**src/rtl/switch_port_in_pkg.sv**
```systemverilog
// Shared constants for the front-panel switch input port: timing defaults,
// switch count and the CPU port-select encodings.
package switch_port_in_pkg;

  localparam int TICK_DIV_DEFAULT    = 25000;  // 1 ms sample tick at 25 MHz
  localparam int DEB_SAMPLES_DEFAULT = 4;
  localparam int NUM_SW              = 8;

  typedef enum logic {
    PORT_DATA   = 1'b0,
    PORT_STATUS = 1'b1
  } port_sel_e;

endpackage

```
**src/rtl/sw_debounce.sv**
```systemverilog
// One switch channel: 2-flop synchronizer, tick-sampled history and the
// accept logic that moves the debounced level once the history agrees.
module sw_debounce
  import switch_port_in_pkg::*;
#(
  parameter int DEB_SAMPLES = DEB_SAMPLES_DEFAULT
) (
  input  logic clk,
  input  logic rst,
  input  logic tick,
  input  logic raw,
  output logic level,
  output logic toggle
);

  logic [1:0]             sync;
  logic [DEB_SAMPLES-1:0] hist;
  logic                   tickD;
  logic                   sample;
  logic                   allOn;
  logic                   allOff;

  // Raw input is active-low; everything past the synchronizer is active-high.
  assign sample = ~sync[1];
  assign allOn  = &hist;
  assign allOff = ~|hist;

  // The decision is made one cycle after the tick, on the freshly shifted history.
  assign toggle = tickD && ((allOn && !level) || (allOff && level));

  always_ff @(posedge clk or posedge rst) begin
    if (rst) begin
      sync  <= 2'b11;
      hist  <= '0;
      tickD <= 1'b0;
      level <= 1'b0;
    end else begin
      sync  <= {sync[0], raw};
      tickD <= tick;
      if (tick) begin
        hist <= (hist << 1) | DEB_SAMPLES'(sample);
      end
      level <= level ^ toggle;
    end
  end

endmodule

```
**src/rtl/switch_port_in.sv**
```systemverilog
// Front-panel switch input port: shared sample prescaler, eight debounced
// channels, a sticky change latch with interrupt, and the CPU read mux.
module switch_port_in
  import switch_port_in_pkg::*;
#(
  parameter int TICK_DIV    = TICK_DIV_DEFAULT,
  parameter int DEB_SAMPLES = DEB_SAMPLES_DEFAULT
) (
  input  logic       pll0_25MHz,
  input  logic       reset,
  input  logic [7:0] swRaw,
  input  logic       portSel,
  input  logic       rdStrobe,
  output logic [7:0] portDataOut,
  output logic [7:0] swState,
  output logic       swIrq
);

  localparam int CNT_W = (TICK_DIV > 1) ? $clog2(TICK_DIV) : 1;
  localparam logic [CNT_W-1:0] CNT_LAST = CNT_W'(TICK_DIV - 1);

  logic [CNT_W-1:0]  prescale;
  logic              tick;
  logic [NUM_SW-1:0] toggle;
  logic [NUM_SW-1:0] swChanged;
  logic              statusRead;

  assign tick = (prescale == CNT_LAST);

  always_ff @(posedge pll0_25MHz or posedge reset) begin
    if (reset) begin
      prescale <= '0;
    end else if (tick) begin
      prescale <= '0;
    end else begin
      prescale <= prescale + 1'b1;
    end
  end

  for (genvar i = 0; i < NUM_SW; i++) begin : g_bit
    sw_debounce #(
      .DEB_SAMPLES(DEB_SAMPLES)
    ) u_deb (
      .clk    (pll0_25MHz),
      .rst    (reset),
      .tick   (tick),
      .raw    (swRaw[i]),
      .level  (swState[i]),
      .toggle (toggle[i])
    );
  end

  // CPU read: rdStrobe marks a read on every cycle it is high (no ready, no
  // back-pressure); data appears on portDataOut the following cycle. Only a
  // status-port read has a side effect: it clears the change latch.
  assign statusRead = rdStrobe && (portSel == PORT_STATUS);

  always_ff @(posedge pll0_25MHz or posedge reset) begin
    if (reset) begin
      swChanged   <= '0;
      portDataOut <= '0;
      swIrq       <= 1'b0;
    end else begin
      // A toggle on the clearing edge wins, so no change is ever dropped.
      swChanged   <= toggle | (statusRead ? '0 : swChanged);
      portDataOut <= (portSel == PORT_STATUS) ? swChanged : swState;
      swIrq       <= |swChanged;
    end
  end

endmodule

```
**config.mk**
```make
export PLATFORM = sky130hd
export DESIGN_NAME = switch_port_in
export DESIGN_NICKNAME = d
export VERILOG_FILES = /design/src/rtl/switch_port_in_pkg.sv /design/src/rtl/sw_debounce.sv /design/src/rtl/switch_port_in.sv
export SDC_FILE = /design/constraint.sdc
export NUM_CORES = 1
export LEC_CHECK = 0
export CAP_MARGIN = 20
export CORE_MARGIN = 2
export CORE_UTILIZATION = 57
export CTS_CLUSTER_DIAMETER = 200
export DETAILED_ROUTE_END_ITERATION = 6
export GPL_ROUTABILITY_DRIVEN = 0
export HOLD_SLACK_MARGIN = 0.08
export PLACE_DENSITY = 0.75
export SLEW_MARGIN = 20
export SYNTH_ARGS = -nofsm -noshare
export SYNTH_HDL_FRONTEND = slang
export SYNTH_SLANG_ARGS = --single-unit
```
**constraint.sdc**
```tcl
create_clock -name pll0_25MHz -period 3 [get_ports pll0_25MHz]
set_input_delay 0.45 -clock pll0_25MHz [delete_from_list [all_inputs] [get_ports pll0_25MHz]]
set_output_delay 0.45 -clock pll0_25MHz [all_outputs]
set_load 0.03 [all_outputs]
```
**Word-level counts from Yosys, hierarchy flattened**

Index checks and enable logic that the tools add are counted.

- Bits in registers: 89
- Output and inout port bits: 17
- Input port bits: 12

- Multiplexer cells: 3
- Bitwise gates (word level): 25
- Add/subtract/negate cells: 1
- Equal/unequal tests: 1
- Reduce and logical (&&, ||, !) cells: 66

Operators by type and width:

| operator | number |
|---|---|
| 4-bit by 1-bit OR with 4-bit output | 8 |
| 4-bit AND reduction | 8 |
| 4-bit OR reduction | 8 |
| 1-bit logical AND | 25 |
| 1-bit logical NOT | 16 |
| 8-bit two-way mux | 2 |
| 15-bit by 1-bit adder with 15-bit output (second input constant) | 1 |
| 15-bit == test (second input constant) | 1 |
| 15-bit two-way mux | 1 |
| 1-bit logical OR | 8 |
| 1-bit inverter | 8 |
| 8-bit OR | 1 |
| 8-bit OR reduction | 1 |
| 1-bit XOR | 8 |

**Logic depth before layout (Yosys ltp)**

- Depth in word-level cells: 6
- Mapped depth: 6

**Cells and area by module**

Synthesis repeated with hierarchy kept, for this count alone.

- Cells, all modules: 302
- Area total of the unflattened synthesis: 3,761.1 µm²

By module, submodules not included:

| module | times used | cells each | seq. area each (µm²) | area each (µm²) |
|---|---|---|---|---|
| sw_debounce | 8 | 24 | 202.7 | 300.3 |
| switch_port_in | 1 | 110 | 800.8 | 1,358.8 |

**Worst setup path before layout**

OpenSTA, ideal clock, no wires.

- Path kind: register to register
- From: register prescale[0]
- To: register prescale[14]
- Buffers on the path: 0
- Data arrival time: 1.607 ns
- Required time: 2.934 ns
- Period minus slack after synthesis: 1.673 ns
- Path slack: 1.327 ns
- Setup time: 0.066 ns
- Cell stages (with the launch flop): 6
- Cell sequence: dfrtp_1 ha_1 nand2_1 or3_4 or4_1 nand2_1

- Longest elaborated chain between the ends: 2
- Elaborated cells between the ends (all ways): 3
- Classes of those cells: add/sub (1); eq/ne (1); mux (1)

RTL lines:

| what | line | RTL |
|---|---|---|
| start, declared | switch_port_in.sv:22 | `logic [CNT_W-1:0] prescale;` |
| start signal, assigned | switch_port_in.sv:36 | `prescale <= prescale + 1'b1;` |
| 15-bit by 1-bit adder with 15-bit output or 15-bit == test (tied branches) | switch_port_in.sv:36, switch_port_in.sv:28 |  |
| 15-bit two-way mux (*) | switch_port_in.sv:33 | `end else if (tick) begin` |

Mark *: on every way between the ends. The rest lies on a longest branch, timed or not.
A chain may end at the register's enable or synchronous reset.

**Worst setup path after layout**

- From: register g_bit[7].u_deb.level
- To: output swState[7]

RTL lines:

| what | line | RTL |
|---|---|---|
| start, declared | sw_debounce.sv:12 | `output logic level,` |
| start signal, assigned | sw_debounce.sv:43 | `level <= level ^ toggle;` |
| end, declared | switch_port_in.sv:15 | `output logic [7:0] swState,` |

No word-level cell between the ends.

==> out/qor.yml <==
timing:
  slew_violations: 0
  hold_viol: 0
  finalCritPeriodShare_pct: 65.8
  worst_pin_slew_ns: 0.831
  fin_hold_ws_ns: 0.358
  relSlewSlack_pct: 44.6
  setup_viol: 0
  fin_worst_skew_ns: 0.00871
  setup_tns_ns: 0
  max_freq_mhz: 506
  rsz0062_at_grt: "false"
  layout_min_cycle_time_ns: 1.97
yosys:
  syn_area_per_cell_um2: 12.3
  synthTopCellsByArea: "dfrtp_1 (51%), dfstp_2 (12%), mux2_2 (10%)"
  syn_area_mm2: 0.00362
  yosys.area.top_type: "dfrtp_1"
  synth-seq-area-share_pct: 62.1
  synth_top_family_by_area: "simple AND/OR/NAND/NOR gates"
  synth_top_area_share_pct: 50.5
  synth_compound_area_share_pct: 7.82
  synth_cells: 295
  synth_edf_count: 0
  synth_fa_ha_area_share_pct: 0.346
  ys_ff_latch: 89
  yosys.area_share.simple_pct: 14.4
  async_flop_share_pct: 100
  synth_ff_type: "dfrtp_1"
  synth-xor-area-share_pct: 2.66
  netlist-cell-type-count: 31
  synth.area.mux_share_pct: 9.96
  synth_fp_nets: 308
  ys.warnings.count: 0
floorplan:
  start_util_pct: 58.0
  dieHeight_um: 83.7
  core_area_mm2: 0.00624
  ios: 29
  rows: 29
  die_width_um: 83.7
  die_area_mm2: 0.00700
critical_path:
  crit_fanout: 6
  crit_chain: "clkdlybuf4s50_1"
  required_ns: 2.55
  path_class: "flip-flop to output pin"
  max_stage_delay_ns: 0.71
  cp_top_family: "buffers and inverters"
  critical-path-slowest-cell: "clkdlybuf4s50_1"
  path_buf_inv: 1
  worstSetupEndpointType: "output pin"
  timing.rr.start: "prescale[0]"
  startpoint: "g_bit[7].u_deb.level"
  start_kind: "flip-flop"
  cp.arrival_ns: 1.52
routing:
  final_antenna_net_count: 0
  routed_wl_mm: 5.91
  drc: 0
  num_vias: 2277
  wl_per_cell_um: 14.6
  drt_iter0_markers: 134
  vias_per_cell: 5.64
  dr.pass1.iters: 4
clock_network:
  ctsResizeCount: 0
  clockBufferDepth: 2
  cts.clk_slew.worst_paths_ns: 0.08
  clk_latency_ns: 0.35
  cts_tree: "yes"
  cts-buffers-inserted: 9
  clockRootBuffer: "clkbuf_8"
  cts_hold_buf: 0
  cts.sinks: 89
  h-tree-depth: 3
  post_cts_buffers: 0
placed_design:
  place_hpwl_mm: 3.79
  io_buffers: 28
power:
  p_leak_nw: 1.79
  powerDensity_mw_per_mm2: 512
  ir_worst_vdd_mv: 0.320
layout:
  fin_nets: 335
  syn_to_final_growth_pct: 14.6
  multi_input_area_mm2: 0.00127
  mostFrequentLayoutCells: "dfrtp_1 (73), mux2_2 (32), nand2_1 (31), clkdlybuf4s50_1 (28)"
  final_common_cell: "dfrtp_1"
  drive_above_1_share_pct: 20.2
  nFillCells: 456
  regArea_mm2: 0.00225
  antenna_cells: 0
global_route:
  grt_pass1_wl_mm: 10.5
  antenna_found_initial: 0
  grt_start_max_net_pins: 58
  grt.overflow.total: 0
  first_global_vias: 2226
  grt_use_total_pct: 19.1
min_path:
  min_from: "g_bit[7].u_deb.sync[0]"
  hold_path.class: "flip-flop to flip-flop"
job:
  cap_violations: 0
status:
  outcome: "complete, no violations"
## cells in the mapped netlist (all sizes together) (2+ instances only)
master,instances
dfrtp,73
mux2,32
nand2,31
nor2,17
o21ai,17
dfstp,16
nand3,13
buf,11
nor3,10
nand2b,9
a21oi,8
a22o,8
a41oi,8
nand3b,8
xnor2,6
xor2,5
clkbuf,4
nor4,4
inv,2
nand4,2
o311ai,2
## registers in the layout, indices dropped and copies added, names as in the netlist
signal             flops
g_bit.u_deb.sync      16
prescale              15
g_bit.u_deb.hist      32
g_bit.u_deb.tickD      1
g_bit.u_deb.level      8
swChanged              8
swIrq                  1
portDataOut            8
## power by group
part | switching, mW | total (mW) | internal (mW) | leakage [nW]
registers | 0.00265 | 1.22 | 1.22 | 1.17
logic | 0.0281 | 0.0450 | 0.0169 | 0.517
clock network | 0.385 | 0.854 | 0.470 | 0.102
## cells by family after synthesis
logic type                 count (synthesis)
DFF                                       89
AOI/OAI and AO/OA                         43
xor gates and xnor gates                  11
muxes                                     32
adders and majority gates                  1
and+or+nand+nor                          102
buffers and inverters                     17
## stage by stage
step	power, mW	cells	cell area [um^2]	setup slack, ns	utilization (%)
final	2.12	404	4140	1.03	66.4
after global routing	2.21	404	4140	0.969	66.4
after CTS	2.14	404	4140	1.00	66.4
after detailed placement	1.29	388	3940	1.06	63.1
after global placement	1.29	388	3940	1.06	63.1
after floorplan	1.26	295	3620	0.270	-
## area by class of cell
cell class / count / area share (%)
clock inverters: 3 / 1.57
inverters: 2 / 0.211
multi-input cells: 189 / 30.7
well taps: 77 / 2.32
repair buffers: 31 / 7.61
flip-flops and latches: 89 / 54.2
clock buffers: 13 / 3.35
## per-layer routing
layer	wire length, um	vias to the layer above	GRT usage, %
li1	-	1103	-
met1	2850	1109	26.6
met2	2700	54	29.1
met3	243	11	5.14
met4	109	0	7.48
met5	0	-	0
## final timing paths
| path | endpoint | slack [ns] | cells after the start |
|---|---|---|---|
| setup / recovery | swState[7] | 1.03 | 1 |
| hold / removal | g_bit[7].u_deb.sync[1] | 0.36 | 0 |
| setup reg to reg | g_bit[1].u_deb.hist[3] | 1.10 | 5 |
| hold reg to reg | g_bit[7].u_deb.sync[1] | 0.36 | 0 |
| max in group asynchronous | g_bit[2].u_deb.sync[1] | 1.85 | 3 |
| min in group asynchronous | prescale[0] | 0.46 | 2 |
(Power assumes the default switching activity.)
